===== src/rtl/inst_axi_reader_pkg.sv =====
// ============================================================================
// Module      : inst_axi_reader_pkg
// Description : Shared constants for the instruction-side AXI read master.
// Revision    : 1.0 - initial release
// ============================================================================
`default_nettype none

package inst_axi_reader_pkg;

    localparam logic        RST_ENABLE  = 1'b1;
    localparam int          INST_ADDR_W = 32;
    localparam int          INST_W      = 32;
    localparam logic [31:0] ZERO_WORD   = 32'h0000_0000;
    localparam logic        VALID       = 1'b1;
    localparam logic        INVALID     = 1'b0;
    localparam logic        READY       = 1'b1;
    localparam logic        NOT_READY   = 1'b0;
    localparam logic [1:0]  RESP_OKAY   = 2'b00;
    localparam logic [1:0]  BURST_INCR  = 2'b01;
    localparam logic [2:0]  SIZE_4B     = 3'b010;

endpackage

`default_nettype wire


===== src/rtl/inst_axi_reader_last_buf.sv =====
// ============================================================================
// Module      : inst_last_buf
// Description : One-entry last-fetch buffer; only instantiated when
//               INST_LAST_HIT_EN is defined.
// Revision    : 1.0 - initial release
// ============================================================================
`default_nettype none

module inst_last_buf
    import inst_axi_reader_pkg::*;
(
    input  logic        clk,
    input  logic        rst,
    input  logic        wr_en,
    input  logic        clr,
    input  logic [29:0] wr_pc,
    input  logic [31:0] wr_inst,
    input  logic [29:0] lookup_pc,
    output logic        hit,
    output logic [31:0] hit_inst
);

    logic        r_tag_valid;
    logic [29:0] r_tag_pc;
    logic [31:0] r_tag_inst;

    always_ff @(posedge clk) begin
        if (rst == RST_ENABLE) begin
            r_tag_valid <= 1'b0;
            r_tag_pc    <= '0;
            r_tag_inst  <= ZERO_WORD;
        end else if (clr) begin
            r_tag_valid <= 1'b0;
        end else if (wr_en) begin
            r_tag_valid <= 1'b1;
            r_tag_pc    <= wr_pc;
            r_tag_inst  <= wr_inst;
        end
    end

    assign hit      = r_tag_valid && (lookup_pc == r_tag_pc);
    assign hit_inst = r_tag_inst;

endmodule

`default_nettype wire


===== src/rtl/inst_axi_reader.sv =====
// ============================================================================
// Module      : inst_axi_reader
// Description : Single-beat AXI4 instruction fetch master feeding IF/ID.
//               Optional last-fetch hit buffer: define INST_LAST_HIT_EN.
// Revision    : 1.0 - initial release
// ============================================================================
`default_nettype none

module inst_axi_reader
    import inst_axi_reader_pkg::*;
#(
    parameter int          ID_W     = 4,
    parameter int unsigned ARID_VAL = 0
) (
    input  logic                   clk,
    input  logic                   rst,
    input  logic [INST_ADDR_W-1:0] if_pc,
    input  logic                   fetch_req,
    input  logic                   flush,
    input  logic                   inst_ready,
    output logic                   inst_valid,
    output logic [INST_W-1:0]      inst,
    output logic [INST_ADDR_W-1:0] inst_pc,
    output logic                   inst_err,
    output logic                   fetch_busy,
    output logic [ID_W-1:0]        arid,
    output logic [INST_ADDR_W-1:0] araddr,
    output logic [7:0]             arlen,
    output logic [2:0]             arsize,
    output logic [1:0]             arburst,
    output logic                   arvalid,
    input  logic                   arready,
    input  logic [ID_W-1:0]        rid,
    input  logic [INST_W-1:0]      rdata,
    input  logic [1:0]             rresp,
    input  logic                   rlast,
    input  logic                   rvalid,
    output logic                   rready
);

    typedef enum logic [1:0] {
        S_IDLE = 2'd0,
        S_AR   = 2'd1,
        S_R    = 2'd2,
        S_HOLD = 2'd3
    } state_t;

    state_t                   r_state,      w_state_nxt;
    logic                     r_arvalid,    w_arvalid_nxt;
    logic                     r_rready,     w_rready_nxt;
    logic                     r_inst_valid, w_inst_valid_nxt;
    logic [INST_W-1:0]        r_inst,       w_inst_nxt;
    logic [INST_ADDR_W-1:0]   r_inst_pc,    w_inst_pc_nxt;
    logic                     r_inst_err,   w_inst_err_nxt;
    logic [INST_ADDR_W-1:0]   r_araddr,     w_araddr_nxt;
    logic                     r_discard,    w_discard_nxt;

    logic                     w_hit;
    logic [INST_W-1:0]        w_hit_inst;
    logic                     w_buf_wr;
    logic                     w_buf_clr;
    logic                     w_rid_ok;
    logic [INST_ADDR_W-1:0]   w_new_addr;
    logic                     w_unused;

    assign w_rid_ok   = (rid == ID_W'(ARID_VAL));
    assign w_new_addr = {if_pc[31:2], 2'b00};

`ifdef INST_LAST_HIT_EN
    inst_last_buf u_last_buf (
        .clk       (clk),
        .rst       (rst),
        .wr_en     (w_buf_wr),
        .clr       (w_buf_clr),
        .wr_pc     (r_araddr[31:2]),
        .wr_inst   (rdata),
        .lookup_pc (if_pc[31:2]),
        .hit       (w_hit),
        .hit_inst  (w_hit_inst)
    );
    assign w_unused = ^{rlast, if_pc[1:0], r_araddr[1:0]};
`else
    assign w_hit      = 1'b0;
    assign w_hit_inst = ZERO_WORD;
    assign w_unused   = ^{rlast, if_pc[1:0], w_buf_wr, w_buf_clr};
`endif

    always_ff @(posedge clk) begin
        if (rst == RST_ENABLE) begin
            r_state      <= S_IDLE;
            r_arvalid    <= 1'b0;
            r_rready     <= NOT_READY;
            r_inst_valid <= INVALID;
            r_inst       <= ZERO_WORD;
            r_inst_pc    <= ZERO_WORD;
            r_inst_err   <= 1'b0;
            r_araddr     <= ZERO_WORD;
            r_discard    <= 1'b0;
        end else begin
            r_state      <= w_state_nxt;
            r_arvalid    <= w_arvalid_nxt;
            r_rready     <= w_rready_nxt;
            r_inst_valid <= w_inst_valid_nxt;
            r_inst       <= w_inst_nxt;
            r_inst_pc    <= w_inst_pc_nxt;
            r_inst_err   <= w_inst_err_nxt;
            r_araddr     <= w_araddr_nxt;
            r_discard    <= w_discard_nxt;
        end
    end

    always_comb begin
        w_state_nxt      = r_state;
        w_arvalid_nxt    = r_arvalid;
        w_rready_nxt     = r_rready;
        w_inst_valid_nxt = r_inst_valid;
        w_inst_nxt       = r_inst;
        w_inst_pc_nxt    = r_inst_pc;
        w_inst_err_nxt   = r_inst_err;
        w_araddr_nxt     = r_araddr;
        w_discard_nxt    = r_discard;
        w_buf_wr         = 1'b0;
        w_buf_clr        = 1'b0;

        case (r_state)
            S_IDLE: begin
                if (fetch_req && !flush) begin
                    if (w_hit) begin
                        w_state_nxt      = S_HOLD;
                        w_inst_valid_nxt = VALID;
                        w_inst_nxt       = w_hit_inst;
                        w_inst_pc_nxt    = w_new_addr;
                        w_inst_err_nxt   = 1'b0;
                    end else begin
                        w_state_nxt   = S_AR;
                        w_araddr_nxt  = w_new_addr;
                        w_arvalid_nxt = 1'b1;
                    end
                end
            end
            S_AR: begin
                // arvalid must not drop on flush; the response is drained instead
                if (flush) w_discard_nxt = 1'b1;
                if (r_arvalid && arready) begin
                    w_arvalid_nxt = 1'b0;
                    w_rready_nxt  = READY;
                    w_state_nxt   = S_R;
                end
            end
            S_R: begin
                if (flush) w_discard_nxt = 1'b1;
                if (rvalid && r_rready && w_rid_ok) begin
                    w_rready_nxt  = NOT_READY;
                    w_inst_pc_nxt = r_araddr;
                    w_buf_clr     = (rresp != RESP_OKAY);
                    // a flush coinciding with the beat also makes it stale
                    if (r_discard || flush) begin
                        w_discard_nxt = 1'b0;
                        w_state_nxt   = S_IDLE;
                    end else begin
                        w_buf_wr         = (rresp == RESP_OKAY);
                        w_inst_nxt       = (rresp == RESP_OKAY) ? rdata : ZERO_WORD;
                        w_inst_err_nxt   = (rresp != RESP_OKAY);
                        w_inst_valid_nxt = VALID;
                        w_state_nxt      = S_HOLD;
                    end
                end
            end
            S_HOLD: begin
                if (flush) begin
                    w_inst_valid_nxt = INVALID;
                    w_state_nxt      = S_IDLE;
                end else if (inst_ready) begin
                    w_inst_valid_nxt = INVALID;
                    w_state_nxt      = S_IDLE;
                    if (fetch_req) begin
                        if (w_hit) begin
                            w_state_nxt      = S_HOLD;
                            w_inst_valid_nxt = VALID;
                            w_inst_nxt       = w_hit_inst;
                            w_inst_pc_nxt    = w_new_addr;
                            w_inst_err_nxt   = 1'b0;
                        end else begin
                            w_state_nxt   = S_AR;
                            w_araddr_nxt  = w_new_addr;
                            w_arvalid_nxt = 1'b1;
                        end
                    end
                end
            end
            default: w_state_nxt = S_IDLE;
        endcase
    end

    assign inst_valid = r_inst_valid;
    assign inst       = r_inst;
    assign inst_pc    = r_inst_pc;
    assign inst_err   = r_inst_err;
    assign fetch_busy = (r_state == S_AR) || (r_state == S_R);
    assign arid       = ID_W'(ARID_VAL);
    assign araddr     = r_araddr;
    assign arlen      = 8'd0;
    assign arsize     = SIZE_4B;
    assign arburst    = BURST_INCR;
    assign arvalid    = r_arvalid;
    assign rready     = r_rready;

endmodule

`default_nettype wire


===== config.mk =====
export PLATFORM = sky130hd
export DESIGN_NAME = inst_axi_reader
export DESIGN_NICKNAME = d
export VERILOG_FILES = /design/src/rtl/inst_axi_reader_pkg.sv /design/src/rtl/inst_axi_reader_last_buf.sv /design/src/rtl/inst_axi_reader.sv
export SDC_FILE = /design/constraint.sdc
export NUM_CORES = 1
export LEC_CHECK = 0
export BUFFER_PORTS_ARGS = -buffer_cell sky130_fd_sc_hd__buf_2
export CELL_PAD_IN_SITES_DETAIL_PLACEMENT = 0
export CELL_PAD_IN_SITES_GLOBAL_PLACEMENT = 1
export CORE_MARGIN = 2
export CORE_UTILIZATION = 32
export CTS_CLUSTER_DIAMETER = 30
export CTS_CLUSTER_SIZE = 12
export DETAILED_ROUTE_END_ITERATION = 10
export GPL_TIMING_DRIVEN = 1
export PLACE_DENSITY = 0.79
export SLEW_MARGIN = 20
export SYNTH_ARGS = -nofsm -noshare
export SYNTH_HDL_FRONTEND = slang
export SYNTH_SLANG_ARGS = --single-unit

===== constraint.sdc =====
create_clock -name clk -period 1.9 [get_ports clk]
set_input_delay 0.19 -clock clk [delete_from_list [all_inputs] [get_ports clk]]
set_output_delay 0.19 -clock clk [all_outputs]
set_load 0.01 [all_outputs]

==> results of run 1 <==
-- registers in the layout (all words and copies together), names as in the netlist --
register and flops:
inst_err 1, inst_valid 1, r_state 2, inst_pc 30
rready 1, arvalid 1, r_discard 1, araddr 30
inst 32
-- placed cells by master (no fill, tap or decap), types with 2 or more instances in the layout --
cell type	instances
inv_1	3
a22o_1	32
conb_1	21
inv_2	2
a31oi_1	2
buf_2	171
nor3_1	2
buf_12	4
nor2_1	33
nand2_1	62
mux2i_1	31
nor2b_1	2
clkbuf_1	2
o31ai_1	2
ha_1	4
dfxtp_2	2
a211oi_1	2
clkbuf_16	9
dfxtp_1	97
buf_4	9
a21oi_1	36
-- per-layer routing --
layer  vias to the layer above  global-route usage  routed length [microns]
li1                       1608                   -                        -
met1                      1508               0.176                     4160
met2                       142               0.248                     4550
met3                        10              0.0777                      944
met4                         0              0.0423                      145
met5                         -                   0                        0
-- power groups by stage --
stage	Sequential, mW	Clock [mW]	Combinational (mW)
6_report	2.46	1.78	1.66
4_1_cts	2.46	1.85	1.67
5_1_grt	2.49	1.95	1.81
3_5_place_dp	2.50	0	1.46
2_1_floorplan	2.56	0	0.959
3_3_place_gp	2.49	0	1.45
-- through the flow --
stage / cell area, sq um / cells / setup WS [ns] / TNS (ns)
2_1_floorplan: 3860 / 401 / 0.187 / 0
3_3_place_gp: 4740 / 682 / 0.00336 / 0
3_5_place_dp: 4740 / 682 / -0.0422 / -0.436
4_1_cts: 5090 / 698 / 0.0157 / 0
5_1_grt: 5100 / 699 / -0.0880 / -1.14
6_report: 5100 / 699 / 0.0283 / 0
-- cell families after synthesis --
logic type | after synthesis | share of synthesized area
AO/OA/AOI/OAI | 82 | 0.155
adder cells (fa/ha/maj) | 6 | 0.0198
buffers and inverters | 50 | 0.0832
flip-flops | 99 | 0.523
multiplexers | 32 | 0.0849
other | 2 | 0.00198
AND/OR/NAND/NOR | 111 | 0.132
-- worst register-to-register path, cell delays in order, from the launching register on --
cell and delay, ns:
dfxtp_2 0.36, ha_2 0.20, nor2b_1 0.17, a2111oi_4 0.31
buf_4 0.19, bufbuf_16 0.30, mux2i_1 0.19, nor2_1 0.05
-- timing repair --
item | 4_1_cts | 5_1_grt
setup buffers | 1 | 1
setup endpoints to repair | 30 | 12
hold buffers | 0 | 0
resized for setup | 8 | 0
cloned | 1 | 0
pin swaps | 1 | 0
-- worst paths after layout --
check / cells after the start / start / to
worst min register to register: 2 / inst_pc[24]$_SDFFE_PP0P_ / inst_pc[24]$_SDFFE_PP0P_
worst min-delay path: 2 / rdata[14] / inst[14]$_SDFFE_PP0P_
worst max-delay path: 7 / r_state[1]$_SDFFE_PP0P_ / araddr[10]$_SDFFE_PP0P_
worst max register to register: 7 / r_state[1]$_SDFFE_PP0P_ / araddr[10]$_SDFFE_PP0P_
-- cell type report --
cell class	count	area (sq um)	area share
timing repair buffer	186	1050	0.205
multi-input combinational	252	1580	0.311
tap	143	179	0.0351
inverter	5	18.8	0.00368
clock buffer	12	246	0.0484
sequential	99	1980	0.389
clock inverter	2	37.5	0.00737
-- cells in the mapped netlist, types with 2 or more instances --
library cell	number	area, sq um
ha_1	6	75.1
nor2_1	33	124
a21oi_1	36	180
clkbuf_1	15	56.3
a22o_1	32	280
buf_4	21	158
mux2i_1	31	310
nand2_1	62	233
nor2b_1	2	12.5
a211oi_1	2	15.0
conb_1	2	7.51
nor3_1	2	10.0
buf_6	6	67.6
buf_2	3	15.0
inv_1	5	18.8
dfxtp_1	99	1980
o31ai_1	2	15.0
a31oi_1	3	18.8
==> out/metrics.yaml, run 1 <==
status: "finished, final reports clean"
required_ns: 2.13
cts_sinks: 99
switching_share: 0.288
worstPathCellList: "ha_2, nor2b_1, a2111oi_4, buf_4, bufbuf_16, mux2i_1, nor2_1"
wire_per_inst_microns: 14.0
insertion_delay_ns: 0.34
die-area_sq_um: 12700
clock_skew_ns: 0.00617
finalCritPeriodShare: 0.985
syn_avg_cell_area_sq_um: 9.91
cts_made_buffers: 9
rsz0062_at_grt: "yes"
drive_above_1_share: 0.381
grt_overflow: 0
synth-edff-count: 0
grt_pass1_wl_mm: 15.4
async_flop_share: 0
dieWidth_microns: 113
seqPwrFrac: 0.417
synth_area_sq_um: 3790
n_antenna_cell: 0
hold_class: "primary input to register"
fp-row-count: 39
leakagePower_nw: 2.42
clkPwrFrac: 0.301
hold_slack_ns: 0.0610
cp_max_fo: 11
nFillCells: 1128
ys_ff_latch: 99
power.internal_mw: 4.20
vias: 3268
h-tree-depth: 3
grt_max_degree: 56
start_util: 0.330
drtPass1Iterations: 4
place_hpwl_mm: 6.88
place_congestion: 0.749
drtAntennaViolNets: 0
cp.buffers_inverters: 2
p_total_mw: 5.90
p_switching_mw: 1.70
grt_usage: 0.152
syn_inst: 382
port_buffers: 171
ir_worst_vdd_v: 0.000668
fin_util: 0.444
antenna_found_initial: 0
worstSetupStartpointType: "register"
grt_pass1_vias: 3121
core_sq_um: 11500
setup_viol: 0
worstSetupPathType: "register to register"
nets: 637
die_height_microns: 113
slew_viol_final: 0
synth_flop_cell: "dfxtp_1"
first_iter_violations: 121
cp_slowest_cell: "dfxtp_2"
fin_crit_ns: 1.87
post-route-drc-count: 0
routed_via_density: 4.68
rrSetupSlack_ns: 0.03
fmax_ghz: 0.534
yosys_warnings: 0
routed_wl_mm: 9.80
ys_types: 38
powerDensity_nw_per_um2: 1160
crit_family: "buffers and inverters"
crit_path_end_kind: "register"
crit_arrival_ns: 2.10
maxCapViolCount: 0
root_buffer: "clkbuf_16"
tritoncts: "yes"
p_comb_frac: 0.282
finalHoldViolCount: 0
seq_area_frac_synth: 0.523
critical-path-max-stage-delay_ns: 0.36
area_delta_synth_final_pct: 34.6
clkTransAtPathRegs_ns: 0.06
ctsLongestPathBuffers: 2
num_io_pins: 196
(Power assumes the default switching activity.)
==> inputs of run 2 (changes only) <==
clock period = 1.8 ns   (was 1.9 ns; I/O delays follow)
==> out/metrics.yaml, run 2 (synthesis results as in run 1) <==
status: "complete, but fails checks"
powerDensity_nw_per_um2: 1250  # +8.4%
grt_overflow: 0  # unchanged
pre_cts_ws_ns: -0.145  # -0.102 ns
cts.hold.buffers_added: 0  # unchanged
crit_arrival_ns: 2.11  # about the same
finalHoldViolCount: 0  # unchanged
violations: "setup timing"
clock_skew_ns: 0.00516  # -0.00101 ns
rrSetupSlack_ns: -0.09  # -0.12 ns
die_height_microns: 113  # unchanged
largest_reg_flops: 32  # unchanged
ir_worst_vdd_v: 0.000857  # +28%
first_iter_violations: 157  # +30%
hold_slack_ns: 0.0473  # -0.0137 ns
nFillCells: 1110  # -1.6%
finalCritPeriodShare: 1.05  # +0.0655
post-route-drc-count: 0  # unchanged
reg2regPathDepth: 9  # +2
cp_slowest_cell: "dfxtp_4"
insertion_delay_ns: 0.34  # about the same
cts_sinks: 99  # unchanged
reg2reg_from: "r_state[1]$_SDFFE_PP0P_"
ctsLongestPathBuffers: 2  # unchanged
grt_max_degree: 48  # -14%
core_sq_um: 11500  # unchanged
place_hpwl_mm: 7.04  # +2.4%
n_antenna_cell: 0  # unchanged
routed_via_density: 4.70  # +0.56%
layout_common_cells: "171 x buf_2, 97 x dfxtp_1, 62 x nand2_1"
place_congestion: 0.823  # +10%
crit_path_end_kind: "register"
drtAntennaViolNets: 0  # unchanged
slew_viol_final: 0  # unchanged
cp-endpoint: "araddr[27]$_SDFFE_PP0P_"
startpoint: "r_state[1]$_SDFFE_PP0P_"
grt_pass1_wl_mm: 15.8  # +2.5%
maxCapViolCount: 0  # unchanged
die-area_sq_um: 12700  # unchanged
worstSetupStartpointType: "register"
setup_slack_ns: -0.0911  # -0.119 ns
worstPathCellList: "buf_6, ha_2, and2_4, a2111oi_4, buf_6, buf_6, buf_12, mux2i_1, nor2_1"
fin_crit_ns: 1.89  # +0.0194 ns
h-tree-depth: 3  # unchanged
leakagePower_nw: 2.51  # +3.8%
wire_per_inst_microns: 14.5  # +3.7%
tritoncts: "yes"
grt_usage: 0.157  # +0.00509
hold_class: "primary input to register"
nets: 649  # +1.9%
antenna_found_initial: 0  # unchanged
grt_pass1_vias: 3122  # +0.032%
fmax_ghz: 0.529  # -1.0%
start_util: 0.330  # unchanged
num_io_pins: 196  # unchanged
worstSetupPathType: "register to register"
dieWidth_microns: 113  # unchanged
clkTransAtPathRegs_ns: 0.07  # about the same
setup_viol: 27  # +27
cp_common_cell: "buf_6"
drive_above_1_share: 0.407  # +0.0257
vias: 3352  # +2.6%
mostFrequentLayoutCell: "buf_2"
area_delta_synth_final_pct: 40.3
critical-path-max-stage-delay_ns: 0.36  # about the same
rsz0062_at_grt: "yes"
fp-row-count: 39  # unchanged
r2r_end: "araddr[27]$_SDFFE_PP0P_"
root_buffer: "clkbuf_16"
drtPass1Iterations: 4  # unchanged
cts_made_buffers: 9  # unchanged
required_ns: 2.02  # -0.11 ns
port_buffers: 171  # unchanged
multi_input_area_sq_um: 1620  # +2.2%
routed_wl_mm: 10.4  # +5.8%
seqCellArea_sq_um: 1990  # +0.25%
cp_max_fo: 6  # -5
==> run 2: per-layer routing <==
layer  vias to the layer above  global-route usage  wire (microns)
met4                         0              0.0537             201
met1                      1550               0.183            4450
met5                         -                   0               0
met3                        14              0.0734             918
met2                       156               0.257            4800
li1                       1632                   -               -
==> run 2: how the worst min path moves through the flow <==
| stage | startpoint | end | slack, ns | cells after the start |
|---|---|---|---|---|
| after floorplan | rdata[0] | inst[0]$_SDFFE_PP0P_ | 0.31 | 1 |
| after global placement | rdata[14] | inst[14]$_SDFFE_PP0P_ | 0.39 | 2 |
| after detailed placement | rdata[4] | inst[4]$_SDFFE_PP0P_ | 0.39 | 2 |
| after CTS | rdata[8] | inst[8]$_SDFFE_PP0P_ | 0.03 | 2 |
| after global routing | rdata[21] | inst[21]$_SDFFE_PP0P_ | 0.02 | 2 |
| final | rdata[8] | inst[8]$_SDFFE_PP0P_ | 0.05 | 2 |
==> run 2: final cells by class <==
class | instances | share of cell area
inverters | 5 | 0.00353
flip-flops and latches | 99 | 0.374
clock inverters | 6 | 0.0120
repair buffers | 198 | 0.227
well taps | 143 | 0.0337
multi-input cells | 252 | 0.305
clock buffers | 10 | 0.0450
==> run 2: timing repair <==
| item | CTS | global route |
|---|---|---|
| cloned | 3 | 1 |
| resized for setup | 19 | 6 |
| pin swaps | 3 | 1 |
| endpoints found under the setup margin | 39 | 65 |
| buffers inserted | 9 | 1 |
==> run 2: through the flow <==
step	total power, mW	TNS, ns	cell area [sq um]	std cells	utilization
global placement	4.17	-0.588	4770	685	0.416
floorplan	3.72	0	3860	401	-
finish	6.66	-1.72	5310	713	0.463
global route	7.02	-5.21	5310	713	0.463
detailed placement	4.20	-3.52	4770	685	0.416
CTS	6.82	-2.73	5290	712	0.461
==> run 2: where the power goes <==
group / switching (mW) / total [mW] / internal [mW]
Clock: 0.846 / 1.96 / 1.12
Combinational: 0.961 / 2.09 / 1.13
Sequential: 0.190 / 2.61 / 2.42
Total: 2.00 / 6.66 / 4.67
==> run 2: worst max-delay path: cells and delay by family (launching register included) <==
family | cells | cell delay (ns)
compound gates | 1 | 0.28
fa+ha+maj | 1 | 0.17
buf+inv | 4 | 0.54
flops | 1 | 0.36
mux | 1 | 0.20
simple gates | 2 | 0.20
